===== src/rtl/regfile_pkg.sv =====
// regfile_pkg: shared defaults, address type and read-select helper for regfile_mp
package regfile_pkg;
  localparam int DEF_DATAWIDTH = 32;
  localparam int DEF_NUMREGS = 32;
  localparam int DEF_NREAD = 2;
  typedef logic [6:0] addr_t;
  localparam addr_t ZERO_ADDR = '0;
  typedef enum logic [1:0] {SEL_ZERO, SEL_BYPASS, SEL_ARRAY} rd_sel_e;
  function automatic logic addr_ok(addr_t a, addr_t nregs, logic zero);
    return a < nregs && !(zero && a == ZERO_ADDR);
  endfunction
  function automatic rd_sel_e rd_sel(addr_t ra, addr_t wa, logic wr, addr_t nregs, logic zero);
    return !addr_ok(ra, nregs, zero) ? SEL_ZERO : (wr && ra == wa) ? SEL_BYPASS : SEL_ARRAY;
  endfunction
endpackage


===== src/rtl/regfile_scoreboard.sv =====
// regfile_scoreboard: per-register pending bits with reserve-wins update and registered lookups
module regfile_scoreboard
  import regfile_pkg::*;
#(
  parameter int NUMREGS = DEF_NUMREGS,
  parameter int ADDRWIDTH = $clog2(NUMREGS),
  parameter int NREAD = DEF_NREAD,
  parameter int ZERO_REG = 1
) (
  input logic clk,
  input logic rst,
  input logic set,
  input logic [ADDRWIDTH-1:0] set_reg,
  input logic clr,
  input logic [ADDRWIDTH-1:0] clr_reg,
  input logic [NREAD*ADDRWIDTH-1:0] rd_reg,
  output logic [NREAD-1:0] rd_pending
);
  localparam addr_t NR = addr_t'(NUMREGS);
  localparam logic ZR = ZERO_REG != 0;
  logic [NUMREGS-1:0] pend, pend_nxt;
  // set is applied after clr so a new producer overrides a same-cycle writeback
  always_comb begin
    pend_nxt = pend;
    if (clr) pend_nxt[clr_reg] = 1'b0;
    if (set) pend_nxt[set_reg] = 1'b1;
  end
  always_ff @(posedge clk) begin
    if (rst) begin
      pend <= '0;
      rd_pending <= '0;
    end else begin
      pend <= pend_nxt;
      for (int k = 0; k < NREAD; k++)
        rd_pending[k] <= addr_ok(addr_t'(rd_reg[k*ADDRWIDTH +: ADDRWIDTH]), NR, ZR) &&
                         pend_nxt[rd_reg[k*ADDRWIDTH +: ADDRWIDTH]];
    end
  end
endmodule


===== src/rtl/regfile_mp.sv =====
// regfile_mp: multi-port register file with write-first bypass, optional zero register
// and per-register pending bits for decode stalls
module regfile_mp
  import regfile_pkg::*;
#(
  parameter int DATAWIDTH = DEF_DATAWIDTH,
  parameter int NUMREGS = DEF_NUMREGS,
  parameter int ADDRWIDTH = $clog2(NUMREGS),
  parameter int NREAD = DEF_NREAD,
  parameter int ZERO_REG = 1
) (
  input logic clk,
  input logic rst,
  input logic write,
  input logic [ADDRWIDTH-1:0] writeReg,
  input logic [DATAWIDTH-1:0] writeData,
  input logic [NREAD*ADDRWIDTH-1:0] readReg,
  output logic [NREAD*DATAWIDTH-1:0] readData,
  output logic [NREAD-1:0] readPending,
  input logic reserve,
  input logic [ADDRWIDTH-1:0] reserveReg
);
  localparam addr_t NR = addr_t'(NUMREGS);
  localparam logic ZR = ZERO_REG != 0;
  logic [DATAWIDTH-1:0] regs [NUMREGS];
  logic [NREAD*DATAWIDTH-1:0] rd_nxt;
  logic wr_ok, rs_ok;
  assign wr_ok = write && addr_ok(addr_t'(writeReg), NR, ZR);
  assign rs_ok = reserve && addr_ok(addr_t'(reserveReg), NR, ZR);
  for (genvar k = 0; k < NREAD; k++) begin : g_rd
    logic [ADDRWIDTH-1:0] ra;
    rd_sel_e s;
    assign ra = readReg[k*ADDRWIDTH +: ADDRWIDTH];
    assign s = rd_sel(addr_t'(ra), addr_t'(writeReg), wr_ok, NR, ZR);
    assign rd_nxt[k*DATAWIDTH +: DATAWIDTH] = s == SEL_ZERO ? '0 : s == SEL_BYPASS ? writeData : regs[ra];
  end
  always_ff @(posedge clk) begin
    if (rst) begin
      for (int i = 0; i < NUMREGS; i++) regs[i] <= '0;
      readData <= '0;
    end else begin
      if (wr_ok) regs[writeReg] <= writeData;
      readData <= rd_nxt;
    end
  end
  regfile_scoreboard #(
    .NUMREGS(NUMREGS), .ADDRWIDTH(ADDRWIDTH), .NREAD(NREAD), .ZERO_REG(ZERO_REG)
  ) u_sb (
    .clk(clk),
    .rst(rst),
    .set(rs_ok),
    .set_reg(reserveReg),
    .clr(wr_ok),
    .clr_reg(writeReg),
    .rd_reg(readReg),
    .rd_pending(readPending)
  );
endmodule


===== config.mk =====
export PLATFORM = sky130hd
export DESIGN_NAME = regfile_mp
export DESIGN_NICKNAME = d
export VERILOG_FILES = /design/src/rtl/regfile_pkg.sv /design/src/rtl/regfile_scoreboard.sv /design/src/rtl/regfile_mp.sv
export SDC_FILE = /design/constraint.sdc
export NUM_CORES = 2
export LEC_CHECK = 0
export CORE_MARGIN = 10
export CORE_UTILIZATION = 50
export CTS_BUF_LIST = sky130_fd_sc_hd__clkbuf_16
export DETAILED_ROUTE_END_ITERATION = 7
export PLACE_DENSITY = 0.8
export REMOVE_ABC_BUFFERS = 1
export SLEW_MARGIN = 10
export SYNTH_ARGS = -nofsm -noshare
export SYNTH_HDL_FRONTEND = slang
export SYNTH_SLANG_ARGS = --single-unit

===== constraint.sdc =====
create_clock -name clk -period 3.15 [get_ports clk]
set_clock_uncertainty 0.2 [all_clocks]
set_input_delay 0.4725 -clock clk [delete_from_list [all_inputs] [get_ports clk]]
set_output_delay 0.4725 -clock clk [all_outputs]
set_load 0.01 [all_outputs]

Word-level counts from Yosys, hierarchy flattened
Memory sizes are Yosys's and may differ from the RTL's. A register that Yosys moved wholly into a read port is not among the register bits.
Cells that the tools add are included.
{"block": "word_totals", "register_bits": 34, "mem_bits_rw": 1024, "in_bits": 56, "out_inout_bits": 66, "elab_cells": 57, "memories": 1}
{"memory": "regs", "words": 32, "word_bits": 32, "read_ports": 2, "rd_ports_with_merged_regs": 2, "wr": 32, "line_no": "regfile_mp.sv:25", "source": "logic [DATAWIDTH-1:0] regs [NUMREGS];"}
{"block": "op_classes", "magnitude_cmp": 6, "n_eq_ne": 2, "muxes": 22, "bitwise_logic": 3, "n_reduce_logical": 21}
{"op": "two-way mux 32 bit", "n": 3}
{"op": "AND 32 bit", "n": 1}
{"op": "NOT 32 bit", "n": 1}
{"op": "OR 32 bit", "n": 1}
{"op": "OR reduction 32 bit", "n": 1}
{"op": "< comparator 5 x 6 -> 1 bit (second input constant)", "n": 4}
{"op": "logical NOT 5 bit", "n": 4}
{"op": "binary-select mux 1 bit (select 5 bit)", "n": 2}
{"op": "demux 1 bit (select 5 bit)", "n": 2}
{"op": "equality test 5 bit", "n": 2}
{"op": ">= comparator 5 x 1 -> 1 bit (second input constant)", "n": 2}
{"op": "two-way mux 1 bit", "n": 10}
{"op": "logical AND 1 bit", "n": 8}
{"op": "two-way mux 2 bit", "n": 4}
{"op": "two-way mux 5 bit", "n": 1}
{"op": "logical NOT 1 bit", "n": 4}
{"op": "logical NOT 2 bit", "n": 2}
{"op": "OR reduction 2 bit", "n": 2}

Depth between registers and ports, before layout
{"block": "logic_depth", "ltp_word": 12, "mapped_depth": 10, "ltp_nobuf": 7}

By module
A second synthesis with hierarchy kept.
{"block": "hier_totals", "cells_unflattened": 4134, "hier_area_um2": 58549.9}
{"mod": "regfile_mp", "instances": 1, "cells_per_inst": 3840, "area_each_um2": 56407.8, "seq_area_each_um2": 32030.7}
{"mod": "regfile_scoreboard", "instances": 1, "cells_per_inst": 294, "area_each_um2": 2142.1, "seq_area_each_um2": 660.6}

Least setup slack after synthesis
Ideal clock, no wire load.
{"block": "synth_path", "path_kind": "input port to flip-flop", "start": "in writeReg[2]", "end": "mem regs[31][0] (netlist bit) (enable)", "setup_time_ns": 0.428, "t_arrival_ns": 2.702, "t_required_ns": 2.522, "path_slack_ns": -0.180, "cell_stages": 5, "n_path_buf": 3, "path_cell_list": "buf_2 > buf_2 > nand3_1 > clkbuf_1 > o21bai_1"}
{"element": "from (decl)", "line_no": "regfile_mp.sv:15", "source": "input logic [ADDRWIDTH-1:0] writeReg,"}
{"element": "to (decl)", "line_no": "regfile_mp.sv:25"}

==> flow_results.org <==
** Worst hold path
- The worst hold path begins at rst.
- HP Class :: input port to flip-flop
- The path with the worst hold slack has its endpoint at u_sb.pend[19].
- Cell depth of the worst min-delay path :: 3

** Layout
- The post-route netlist has 23.8% of its cells at a drive strength greater than 1.
- In the final design database the tool counted 4324 nets.
- Layout Area Growth over Synthesis :: 17.1%
- Number of filler instances in the final layout :: 8578
- Util after Layout :: 59.0%
- Leaving out filler cells and counting taps, the final layout contains 5906.

** Route
- 1st-pass router iterations :: 6
- Count of routing violations after the opening detailed-route iteration :: 6711
- Final WL :: 200 mm
- Average wire length per cell after detail routing :: 33.9 um
- Dividing the detail-routed via count by the number of cells gives 6.98.
- The routed layout has 41200 vias.
- DR DRC count :: 0
- Antenna-violating nets left :: 0

** CTS
- Clock-pin slew was measured on the worst setup and hold paths at 60 ps.
- The cell sitting at the root of the clock tree is a sky130_fd_sc_hd__clkbuf_16.
- TritonCTS built the clock tree.
- Post-CTS Hold Fix Bufs :: 0
- Gates resized during post-CTS repair numbered 0.
- The clock reaches the later pin of the worst-skew pair after 730 ps.
- Sink count of the clock tree :: 1122
- Post-CTS Setup Bufs :: 0
- Counting the buffers created by CTS gives 114.
- In this run the number of H-tree levels came out at 3.
- Counting along the longest clock path gives a buffer depth of 3.

** Synthesis
- Dividing the synthesized area by the synthesized cell count gives 14.3 um^2.
- Async set-reset flop share out of synthesis :: 0%
- Post-synth EDFFs :: 1024
- The synthesized design contains 1122 register bits.
- Synthesis produced a netlist whose cell count is 4093.
- Share of synthesized area occupied by flip-flops and latches :: 55.7%
- After synthesis the cells add up to 0.0587 mm^2.
- Top_reg_cell synth :: sky130_fd_sc_hd__edfxtp_1
- Distinct cell type count after synthesis :: 61
- Synthesis Warnings :: 0

** Timing
- Final hold violations :: 0
- Adding up every negative setup slack in the final design gives 0 ps.
- Final-layout worst hold slack :: 127 ps
- After layout, the worst path uses 93.1% of the clock period.
- For the finished layout, the period the worst path requires is 2930 ps.
- Derived from the worst setup path, the maximum achievable clock frequency is 0.341 GHz.
- For the pin with the worst max-slew slack, the measured transition is 1260 ps.
- The max-slew violation count came to 0.
- Setup violations, final :: 0
- Relative slew slack :: 15.5%
- Setup repair after global routing left no endpoint under its margin.

** Critical path
- The signal on the critical path passes through clkdlybuf4s50_1 -> nor3_1 -> a21oi_1 -> nand3b_1 -> nor2_4 -> and2_1.
- Measured in cells, the most critical reg-to-reg path has a length of 6.
- Largest fanout on the critical path :: 32
- Largest stage delay on the critical path :: 1000 ps
- The worst setup path is captured at a flip-flop.
- Crit Reg-Reg Startpoint :: regs[17][3]
- Crit path DAT :: 3320 ps
- Among all stages on the critical path, the largest delay is contributed by sky130_fd_sc_hd__nor2_4.
- For flop-to-flop paths, the worst setup slack is 570 ps.
- Setup Crit Path Kind :: input port to flip-flop
- Family of cells with the greatest summed delay on the critical path :: simple AND/OR/NAND/NOR gates
- The worst setup path is launched from an input port.
- Worst path bufs/invs :: 1
- CP required :: 3540 ps
- Capture instance of the worst register-to-register path :: readData[3]

** Place
- The congestion estimate from routability-driven global placement came to 0.900.
- Detailed placement ended at an HPWL of 122 mm.
- Buffers placed on the I/O ports in this run total 121.
- After detailed placement, the design holds a cell count of 5676.

** Floorplan
- In this run the standard cell core region covers 0.116 mm^2.
- Number of top-level design ports :: 122
- Starting utilization of the core area :: 50.4%
- In this run the horizontal extent of the chip is 363 um.
- The floorplan step set the die height to 363 um.
- The floorplan has 125 rows.
- Floorplan die area :: 0.131 mm^2

** GRT
- Wire length of the first global-routing pass :: 286 mm
- Via count of the first global-routing pass :: 41400
- Antenna violations before repair :: 20
- Global routing finished with a remaining overflow of 0.
- Largest net degree at the start of global routing :: 101
- Overall routing resource usage :: 30.0%

** Outcome
- The flow ran to the end, and the final reports show no timing, DRC or antenna violations.

** Flow run
- The tool flagged a number of max-cap violations equal to 0.

** Pwr
- Overall power consumption after layout is estimated at 36.8 mW.
- Total power per unit cell area :: 536 mW/mm^2
- Leakage power summed over all cells :: 24.4 nW
- VDD sags by at most 0.426 mV.
-- area by class of cell --
type | count | area, um^2 | share of cell area [%]
clock inverters | 101 | 1030 | 1.50
clock buffers | 117 | 2930 | 4.26
multi-input cells | 2567 | 24700 | 36.0
repair buffers | 458 | 5370 | 7.81
diodes | 12 | 30.0 | 0.0437
flip-flops and latches | 1122 | 32700 | 47.6
inverters | 5 | 25.0 | 0.0364
well taps | 1524 | 1910 | 2.78
-- cell usage in the layout, fill, tap and decap left out, types with 6 or more instances in the layout --
| cell | Yosys | layout |
|---|---|---|
| sky130_fd_sc_hd__a21o_2 | 0 | 11 |
| sky130_fd_sc_hd__bufinv_16 | 0 | 21 |
| sky130_fd_sc_hd__a211oi_1 | 38 | 38 |
| sky130_fd_sc_hd__a221oi_1 | 133 | 133 |
| sky130_fd_sc_hd__clkdlybuf4s50_1 | 0 | 111 |
| sky130_fd_sc_hd__nor3b_1 | 6 | 6 |
| sky130_fd_sc_hd__nor2_1 | 157 | 124 |
| sky130_fd_sc_hd__nand2b_2 | 0 | 13 |
| sky130_fd_sc_hd__nor2b_1 | 15 | 15 |
| sky130_fd_sc_hd__dfxtp_1 | 98 | 98 |
| sky130_fd_sc_hd__conb_1 | 1 | 32 |
| sky130_fd_sc_hd__a22oi_1 | 69 | 69 |
| sky130_fd_sc_hd__clkinv_2 | 0 | 21 |
| sky130_fd_sc_hd__a22o_1 | 12 | 12 |
| sky130_fd_sc_hd__o211ai_1 | 35 | 35 |
| sky130_fd_sc_hd__mux2i_1 | 291 | 291 |
| sky130_fd_sc_hd__nor3_1 | 9 | 8 |
| sky130_fd_sc_hd__nand3_1 | 6 | 6 |
| sky130_fd_sc_hd__a21oi_1 | 23 | 23 |
| sky130_fd_sc_hd__nor2_4 | 0 | 33 |
| sky130_fd_sc_hd__inv_1 | 4 | 28 |
| sky130_fd_sc_hd__and2_1 | 994 | 994 |
| sky130_fd_sc_hd__diode_2 | 0 | 12 |
| sky130_fd_sc_hd__buf_4 | 6 | 212 |
| sky130_fd_sc_hd__and3b_1 | 8 | 8 |
| sky130_fd_sc_hd__clkinv_1 | 1 | 24 |
| sky130_fd_sc_hd__nand2_1 | 78 | 78 |
| sky130_fd_sc_hd__xor2_1 | 6 | 6 |
| sky130_fd_sc_hd__clkbuf_16 | 0 | 117 |
| sky130_fd_sc_hd__o21ai_0 | 115 | 115 |
| sky130_fd_sc_hd__o21bai_4 | 0 | 7 |
| sky130_fd_sc_hd__buf_12 | 0 | 130 |
| sky130_fd_sc_hd__nand3b_1 | 7 | 7 |
| sky130_fd_sc_hd__mux4_2 | 449 | 449 |
| sky130_fd_sc_hd__edfxtp_1 | 1024 | 1024 |
-- synth_stat cells, drive strengths merged, types with 2 or more instances --
master     n  share of area, %
edfxtp  1024                52
and2     994                11
mux4     449                17
clkbuf   330               2.1
mux2i    291               5.0
nor2     157               1.0
a221oi   133               2.0
o21ai    116              0.99
buf      100              0.86
dfxtp     98               3.3
nand2     79              0.51
a22oi     69              0.88
a211oi    38              0.49
o211ai    35              0.45
a21oi     23              0.20
nand2b    18              0.19
nor2b     15              0.16
a22o      12              0.18
a21o      11              0.14
nor3       9             0.077
and3b      8              0.12
nand3b     8              0.11
o21bai     8              0.10
nor3b      7              0.11
nand3      6             0.051
xor2       6             0.090
and3       4             0.043
inv        4             0.026
xnor2      4             0.060
nand4      3             0.032
o21a       3             0.038
or3b       3             0.045
a21boi     2             0.026
a311oi     2             0.030
nor4       2             0.021
o22a       2             0.030
o22ai      2             0.021
o311ai     2             0.030
-- metal layers --
metal | GRT usage (%) | vias up | wire length [um]
met3 | 9.69 | 861 | 31300
met5 | 0 | - | 50
li1 | - | 16100 | -
met1 | 38.0 | 20400 | 66800
met2 | 45.7 | 3920 | 89300
met4 | 16.3 | 10 | 12800
-- flip-flops by register name (all words and copies together), names as in the netlist --
| signal | count |
|---|---|
| u_sb.rd_pending | 2 |
| regs | 1024 |
| readData | 64 |
| u_sb.pend | 32 |
-- tightest hold or removal path: stages --
cell                      delay (ps)
sky130_fd_sc_hd__buf_4           130
sky130_fd_sc_hd__buf_12          230
sky130_fd_sc_hd__nor2b_1         160
-- cells by family after synthesis --
group                     Yosys count  synth area share [%]
and+or+nand+nor                  1318                  13.2
xor gates and xnor gates           10                 0.149
other                               1               0.00639
muxes                             740                  22.2
buffers and inverters             435                  3.00
AOI/OAI and AO/OA                 467                  5.73
DFF                              1122                  55.7
-- power breakdown --
part / switching, mW / internal [mW]
clock: 5.97 / 8.44
combinational: 2.69 / 2.14
sequential: 0.494 / 17.1
-- through the flow --
stage          instance area [um^2]  setup slack, ps
2_1_floorplan                 57000            -2990
3_3_place_gp                  64700             -337
3_5_place_dp                  64700             -325
4_1_cts                       68700              409
5_1_grt                       68700              147
6_report                      68700              217
-- worst max-delay path by stage --
stage                 from            to  slack, ps  cells past startpoint
6_report       writeReg[4]   regs[10][4]        220                      6
5_1_grt        writeReg[2]  readData[47]        150                     11
4_1_cts        writeReg[4]   readData[3]        410                      9
3_5_place_dp   writeReg[4]   readData[3]       -330                      9
3_3_place_gp   writeReg[2]   readData[3]       -340                     10
2_1_floorplan   readReg[1]   readData[0]      -2990                      7
No activity file was read; power rests on OpenSTA's default activity.
